==> config.mk <==
export PLATFORM = sky130hd
export DESIGN_NAME = fetch_controller
export DESIGN_NICKNAME = d
export VERILOG_FILES = /design/src/rtl/mips_pkg.sv /design/src/rtl/fetch_fifo.sv /design/src/rtl/fetch_controller.sv
export SDC_FILE = /design/constraint.sdc
export NUM_CORES = 1
export LEC_CHECK = 0
export BUFFER_PORTS_ARGS = -buffer_cell sky130_fd_sc_hd__buf_2
export CORE_AREA = 2 2 164 166
export CTS_BUF_LIST = sky130_fd_sc_hd__clkbuf_4 sky130_fd_sc_hd__clkbuf_8
export CTS_CLUSTER_DIAMETER = 50
export CTS_CLUSTER_SIZE = 24
export DETAILED_ROUTE_END_ITERATION = 16
export DIE_AREA = 0 0 166 168
export REMOVE_ABC_BUFFERS = 1
export SYNTH_ARGS = -nofsm -noshare
export SYNTH_HDL_FRONTEND = slang
export SYNTH_SLANG_ARGS = --single-unit
==> constraint.sdc <==
create_clock -name clk -period 3.6 [get_ports clk]
set_input_delay 0.18 -clock clk [delete_from_list [all_inputs] [get_ports clk]]
set_output_delay 0.18 -clock clk [all_outputs]
set_load 0.05 [all_outputs]
==> src/rtl/mips_pkg.sv <==
// Shared fetch-stage types: FSM state encoding, buffer entry layout and default addresses.
package mips_pkg;

    localparam logic [31:0] DEFAULT_RESET_PC   = 32'h0000_0000;
    localparam logic [31:0] DEFAULT_EXC_VECTOR = 32'h0000_0180;

    typedef enum logic [1:0] {
        RUN    = 2'd0,
        FULL   = 2'd1,
        HALTED = 2'd2
    } fetch_state_t;

    typedef struct packed {
        logic [31:0] pc;
        logic [31:0] instr;
    } fetch_entry_t;

    function automatic logic [31:0] pc_plus4(input logic [31:0] pc);
        return pc + 32'd4;
    endfunction

endpackage

==> src/rtl/fetch_fifo.sv <==
// Two-entry fetch buffer with push, pop, flush and an occupancy count (0..2).
module fetch_fifo
    import mips_pkg::*;
(
    input  logic         clk,
    input  logic         reset,
    input  logic         push,
    input  logic         pop,
    input  logic         flush,
    input  fetch_entry_t push_entry,
    output fetch_entry_t head,
    output logic [1:0]   count
);

    fetch_entry_t slots [2];
    logic         rd_ptr;
    logic         wr_ptr;
    logic         do_push;
    logic         do_pop;

    // Requests that would underflow or overflow are dropped rather than corrupting the pointers.
    assign do_pop  = pop && (count != 2'd0);
    assign do_push = push && ((count != 2'd2) || do_pop);

    always_ff @(posedge clk) begin
        if (reset || flush) begin
            rd_ptr <= 1'b0;
            wr_ptr <= 1'b0;
            count  <= 2'd0;
        end else begin
            if (do_push) begin
                wr_ptr <= ~wr_ptr;
            end
            if (do_pop) begin
                rd_ptr <= ~rd_ptr;
            end
            case ({do_push, do_pop})
                2'b10:   count <= count + 2'd1;
                2'b01:   count <= count - 2'd1;
                default: count <= count;
            endcase
        end
    end

    // Payload storage carries no reset; validity comes solely from count.
    always_ff @(posedge clk) begin
        if (do_push && !reset && !flush) begin
            slots[wr_ptr] <= push_entry;
        end
    end

    assign head = slots[rd_ptr];

endmodule

==> src/rtl/fetch_controller.sv <==
// Instruction fetch stage: PC register, RUN/FULL/HALTED FSM and a 2-entry buffer toward decode.
// Optional build macro FETCH_ALIGN_CHK_EN turns misaligned redirects into a jump to EXC_VECTOR.
module fetch_controller
    import mips_pkg::*;
#(
    parameter logic [31:0] RESET_PC   = DEFAULT_RESET_PC,
    parameter logic [31:0] EXC_VECTOR = DEFAULT_EXC_VECTOR
) (
    input  logic         clk,
    input  logic         reset,
    output logic [31:0]  imem_addr,
    input  logic [31:0]  imem_data,
    input  logic         redirect_valid,
    input  logic [31:0]  redirect_pc,
    input  logic         halt,
    output logic         if_valid,
    input  logic         id_ready,
    output logic [31:0]  if_instr,
    output logic [31:0]  if_pc,
    output logic [31:0]  if_pc_plus4,
`ifdef FETCH_ALIGN_CHK_EN
    output logic         misalign_err,
`endif
    output fetch_state_t fsm_state
);

    fetch_state_t state;
    fetch_state_t state_next;
    logic [31:0]  pc;
    logic [31:0]  pc_next;
    logic [31:0]  redirect_target;
    logic [1:0]   count;
    fetch_entry_t head;
    fetch_entry_t push_entry;
    logic         head_valid;
    logic         pop;
    logic         push;

    assign head_valid = (count != 2'd0);
    // A pop that coincides with a redirect is discarded along with the rest of the buffer.
    assign pop = head_valid && id_ready && !redirect_valid;

`ifdef FETCH_ALIGN_CHK_EN
    logic misaligned;
    logic misalign_flag;

    assign misaligned      = (redirect_pc[1:0] != 2'b00);
    assign redirect_target = misaligned ? EXC_VECTOR : redirect_pc;

    always_ff @(posedge clk) begin
        if (reset) begin
            misalign_flag <= 1'b0;
        end else if (redirect_valid && misaligned) begin
            misalign_flag <= 1'b1;
        end
    end

    assign misalign_err = misalign_flag && !reset;
`else
    assign redirect_target = redirect_pc & ~32'h0000_0003;
`endif

    // State register
    always_ff @(posedge clk) begin
        if (reset) begin
            state <= RUN;
        end else begin
            state <= state_next;
        end
    end

    // Next-state logic: redirect beats halt, halt beats normal flow control.
    always_comb begin
        state_next = state;
        if (redirect_valid) begin
            state_next = RUN;
        end else if (halt || (state == HALTED)) begin
            state_next = HALTED;
        end else begin
            case (state)
                RUN: begin
                    if (!pop && ((count + {1'b0, push}) == 2'd2)) begin
                        state_next = FULL;
                    end
                end
                FULL: begin
                    if (pop) begin
                        state_next = RUN;
                    end
                end
                default: state_next = RUN;
            endcase
        end
    end

    // Output / datapath control: FULL only exists with two entries, so it pushes only alongside a pop.
    always_comb begin
        push    = 1'b0;
        pc_next = pc;
        if (redirect_valid) begin
            pc_next = redirect_target;
        end else if (!halt && (state != HALTED)) begin
            if ((count != 2'd2) || pop) begin
                push    = 1'b1;
                pc_next = pc_plus4(pc);
            end
        end
    end

    always_ff @(posedge clk) begin
        if (reset) begin
            pc <= RESET_PC;
        end else begin
            pc <= pc_next;
        end
    end

    assign push_entry.pc    = pc;
    assign push_entry.instr = imem_data;

    fetch_fifo u_fifo (
        .clk        (clk),
        .reset      (reset),
        .push       (push && !reset),
        .pop        (pop && !reset),
        .flush      (redirect_valid),
        .push_entry (push_entry),
        .head       (head),
        .count      (count)
    );

    assign imem_addr   = pc;
    assign if_valid    = head_valid && !reset;
    assign if_instr    = if_valid ? head.instr : 32'h0;
    assign if_pc       = if_valid ? head.pc : 32'h0;
    assign if_pc_plus4 = if_valid ? pc_plus4(head.pc) : 32'h0;
    assign fsm_state   = state;

endmodule
Yosys cells after proc, flatten, opt, wreduce, memory -nomap -nowiden
Memory sizes are Yosys's and may differ from the RTL's. A register that Yosys moved wholly into a read port is not among the register bits.
Cells that the tools add are included.
Operators by class
  bitwise gates (word level): 2
  eq/ne operators: 11
  muxes and demuxes: 18
  add/sub/neg operators: 5
  reductions and logical operators: 30
Operators with widths (number)
  two-way mux 32 bit: 6
  adder 32 x 3 -> 32 bit, second input constant: 2
  logical AND 1 bit: 11
  != test 2 bit, second input constant: 4
  case mux 2 bit (2 select lines): 2
  AND reduction 2 bit: 4
  nonzero test 2 bit: 4
  two-way mux 1 bit: 7
  == test 2 bit, second input constant: 3
  two-way mux 2 bit: 3
  != test 3 bit, second input constant: 2
  == test 2 x 1 -> 1 bit, second input constant: 2
  logical NOT 1 bit: 4
  logical OR 1 bit: 4
  OR reduction 3 bit: 1
  adder 2 x 1 -> 2 bit: 1
  adder 2 x 1 -> 2 bit, second input constant: 1
  logical NOT 2 bit: 1
  inverter 1 bit: 2
  OR reduction 2 bit: 1
  subtractor 2 x 1 -> 2 bit, second input constant: 1
Word-level totals
  register bits: 38
  logic and storage cells: 74
  bits in writable memories: 128
  memories kept: 1
Memory list
  u_fifo.slots: depth 2, width 64, read ports 1, clocked after Yosys merged registers in 1, wr ports 1, RTL line fetch_fifo.sv:15  | fetch_entry_t slots [2];

Depth between registers and ports, before layout
  depth after elaboration: 13
  depth in mapped cells: 12
  mapped depth without buffers: 7

Cells and area by module
Synthesis repeated with hierarchy kept, for this count alone.
Second synthesis, totals
  cells, all modules: 668
  area, all modules: 7995.2 um^2
By module, submodules not included
  fetch_fifo: cells each 223, area an instance 4832.1 um^2, times used 1, sequential area each 3943.8 um^2
  fetch_controller: cells each 445, area an instance 3163.0 um^2, times used 1, sequential area each 640.6 um^2

Least setup slack after synthesis
OpenSTA, ideal clock, no wires.
  path type: reg-to-reg
  start: register state[0], in the netlist fsm_state[0]
  end: memory u_fifo.slots[0][0] in the netlist's numbering, enable pin
  arrival time: 3919 ps
  slack: -802 ps
  library setup time: 483 ps
  required time: 3117 ps
  cell stages (with the launch flop): 5
  buffers on the path: 0
  cell sequence: dfxtp_1 > nand2b_1 > and2_1 > o2111ai_1 > nor2_1
On the way
  word-level cells in the longest chain between the ends: 10
RTL lines
  start, declared: RTL line fetch_controller.sv:27  | fetch_state_t state;
  start signal, assigned: RTL line fetch_controller.sv:68  | state <= state_next;
  != test 2 bit: RTL line fetch_controller.sv:102  | end else if (!halt && (state != HALTED)) begin
  logical AND 1 bit: RTL line fetch_controller.sv:102
  two-way mux 1 bit: RTL line fetch_controller.sv:102
  two-way mux 1 bit: RTL line fetch_controller.sv:100  | if (redirect_valid) begin
  logical AND 1 bit: RTL line fetch_controller.sv:124  | .push (push && !reset),
  logical AND 1 bit: RTL line fetch_fifo.sv:23  | assign do_push = push && ((count != 2'd2) || do_pop);
  logical AND 1 bit (2 in a row): RTL line fetch_fifo.sv:47  | if (do_push && !reset && !flush) begin
  two-way mux 1 bit: RTL line fetch_fifo.sv:47
  two-way mux 1 bit (implied by the code): RTL line fetch_fifo.sv:48  | slots[wr_ptr] <= push_entry;
  end, declared: RTL line fetch_fifo.sv:15
Every way passes these cells.

==> results.sh <==
export IMPL_outcome="complete, no violations"
export IMPL_cp_arrival_ns=3.15
export IMPL_row_count=60
export IMPL_synth_warnings=0
export IMPL_fin_skew_ns=0.0193
export IMPL_synth_compound_area_share_pct=7.27
export IMPL_syn_inst=676
export IMPL_yosys_area_share_xor_xnor_pct=5.13
export IMPL_hold_path_class="primary input to flip-flop"
export IMPL_detail_route_antenna_nets=0
export IMPL_grt_usage_pct=14.8
export IMPL_slew_violations=0
export IMPL_switchingPower_mw=0.987
export IMPL_final_area_sq_um=10100
export IMPL_drive_gt1_share_pct=27.2
export IMPL_yosysTopAreaCellShare_pct=48.4
export IMPL_crit_type="flip-flop to primary output"
export IMPL_fmax_ghz=0.300
export IMPL_cts_sinks=161
export IMPL_start_kind="flip-flop"
export IMPL_worst_pin_slew_ns=0.625
export IMPL_core_sq_um=26400
export IMPL_viasPerCell=4.75
export IMPL_synth_simple_gate_area_share_pct=16.9
export IMPL_worst_path_max_fanout=28
export IMPL_final_common_cell="buf_2"
export IMPL_hold_viol=0
export IMPL_placed_area_sq_um=9140
export IMPL_vdd_ir_drop_max_v=0.000165
export IMPL_clockBufferDepth=2
export IMPL_drt_pass1_iterations=5
export IMPL_cellLeakagePower_nw=3.74
export IMPL_vias=6069
export IMPL_fp_dieH_um=168
export IMPL_finalSetupTns_ns=0
export IMPL_netSwitchingFraction_pct=25.8
export IMPL_grt_max_degree=80
export IMPL_postCtsSetupRepairBufs=0
export IMPL_clkTransAtPathRegs_ns=0.08
export IMPL_area_growth_pct=31.4
export IMPL_synth_top_flop_cell="edfxtp_1"
export IMPL_required_ns=3.42
export IMPL_cts_buffers=17
export IMPL_antenna_found_initial=0
export IMPL_fp_dieArea_sq_um=27900
export IMPL_cts_tree="done"
export IMPL_p_int_mw=2.84
export IMPL_synth_top_area_cell="edfxtp_1"
export IMPL_ios=200
export IMPL_avgRoutedWirePerCell_um=16.3
export IMPL_cts_resized_gates=0
export IMPL_start_util_pct=29.2
export IMPL_dp_hpwl_um=14600
export IMPL_synth_top_family_by_area="simple AND/OR/NAND/NOR gates"
export IMPL_ys_seq_area_share_pct=58.1
export IMPL_synthAdderAreaFrac_pct=0.651
export IMPL_drt_wl_total_um=20800
export IMPL_rsz0062_at_grt="no"
export IMPL_antenna_cells=0
export IMPL_synth_area_top_cells="edfxtp_1, dfxtp_1, mux2i_1, nor2_1, xnor2_1"
export IMPL_synth_edf_count=124
export IMPL_cts_hold_buf=57
export IMPL_port_buffers=191
export IMPL_setup_viol=0
export IMPL_nets=997
export IMPL_endpoint_kind="primary output"
export IMPL_layout_common_cells="buf_2, edfxtp_1, nor2_1, mux2i_1, dlygate4sd3_1"
export IMPL_avgSynthCellArea_sq_um=11.4
export IMPL_drc=0
export IMPL_grt_pass1_vias=5782
export IMPL_grt_pass1_wl_um=32300
export IMPL_ctsRootBufferMaster="clkbuf_8"
export IMPL_dpl_cell_count=1189
export IMPL_syn_cell_area_sq_um=7690
export IMPL_drv_cap=0
export IMPL_final_util_pct=38.3
export IMPL_die_w_um=166
export IMPL_fin_cells=1278
export IMPL_slew_headroom_pct=58.3
export IMPL_power_frac_seq_pct=55.3
export IMPL_drt_initial_drc_count=312
export IMPL_htree_levels=4
export IMPL_synth_seq_cells=161
export IMPL_p_comb_share_pct=10.6
export IMPL_finalCritPeriodShare_pct=92.5
export IMPL_powerDensity_nw_per_um2=379
export IMPL_synthMuxAreaShare_pct=8.69
export IMPL_ys_async_sr_fraction_pct=0
export IMPL_finalCriticalPeriod_ns=3.33
export IMPL_grt_overflow=0
export IMPL_clockPowerShare_pct=34.1
export IMPL_insertion_delay_ns=0.45
export IMPL_gp_congestion=0.869
export IMPL_synth_cell_types=57
-- worst max-delay path, cell delays in order (launching register included) --
cell	delay, ns
dfxtp_4	0.58
mux2_2	0.26
ha_1	0.19
inv_1	0.06
a211oi_1	0.21
buf_4	0.20
nand4_1	0.11
buf_4	0.23
o31a_1	0.30
nor3_1	0.37
buf_12	0.20
-- layout make-up --
cell class | instances | area (sq um)
Sequential cell | 161 | 4470
Timing Repair Buffer | 266 | 1760
Inverter | 11 | 41.3
Tap cell | 341 | 427
Fill cell | 2616 | 16200
Multi-Input combinational cell | 467 | 3020
Clock inverter | 12 | 133
Clock buffer | 20 | 256
-- power by group through the flow --
stage               registers (mW)  logic [mW]  clock network (mW)
global placement              2.16       0.357                   0
detailed placement            2.16       0.361                   0
floorplan                     2.22       0.155                   0
CTS                           2.12       0.409                1.36
finish                        2.12       0.407                1.30
global route                  2.13       0.437                1.45
-- synthesized netlist by cell type, drive strengths merged, types with 2 or more instances --
| library cell | count |
|---|---|
| a211oi | 21 |
| a21oi | 3 |
| a22oi | 3 |
| a311oi | 2 |
| a31oi | 7 |
| and2 | 11 |
| and3 | 2 |
| and4 | 4 |
| buf | 22 |
| clkbuf | 20 |
| dfxtp | 37 |
| edfxtp | 124 |
| ha | 4 |
| inv | 10 |
| mux2 | 6 |
| mux2i | 60 |
| nand2 | 37 |
| nand2b | 2 |
| nand3 | 25 |
| nand3b | 7 |
| nand4 | 27 |
| nand4b | 3 |
| nor2 | 114 |
| nor3 | 15 |
| nor4 | 11 |
| o211a | 3 |
| o21a | 2 |
| o21ai | 13 |
| o22ai | 7 |
| o31a | 3 |
| o31ai | 6 |
| or2 | 2 |
| or3 | 3 |
| or4 | 2 |
| xnor2 | 27 |
| xor2 | 18 |
-- state kept, by name, summed over array words and instances (netlist names), named ones only --
register       flops
imem_addr         30
fsm_state          2
u_fifo.count       2
u_fifo.wr_ptr      1
u_fifo.rd_ptr      1
u_fifo.slots     124
-- cells by family after synthesis --
kind of cell / count (synthesis)
AO/OA/AOI/OAI: 79
flip-flops: 161
buffers and inverters: 53
AND/OR/NAND/NOR: 267
adder cells (fa/ha/maj): 4
multiplexers: 66
other: 1
XOR/XNOR: 45
-- worst paths after layout --
check | from | endpoint | slack, ns | depth (start not counted)
max | flip-flop | if_pc_plus4[26] | 0.27 | 10
min | redirect_pc[7] | imem_addr[7] | 0.06 | 3
max reg2reg | u_fifo.count[0] | imem_addr[23] | 1.34 | 6
min reg2reg | u_fifo.rd_ptr | u_fifo.rd_ptr | 0.52 | 2
-- through the flow --
stage               total power [mW]  setup WS [ns]  hold slack [ns]
floorplan                       2.38          -2.36            0.252
global placement                2.51          0.738            0.368
detailed placement              2.52          0.712            0.371
CTS                             3.89          0.210          0.00266
global route                    4.01         0.0409           0.0219
finish                          3.83          0.271           0.0557
-- metal layers --
metal	global-route usage, %	share of wire (%)	up-vias
li1	-	-	2984
met1	19.6	45	2882
met2	24.2	48	181
met3	3.01	4.5	22
met4	5.37	1.9	0
met5	0	0	-
(Power assumes the default switching activity.)
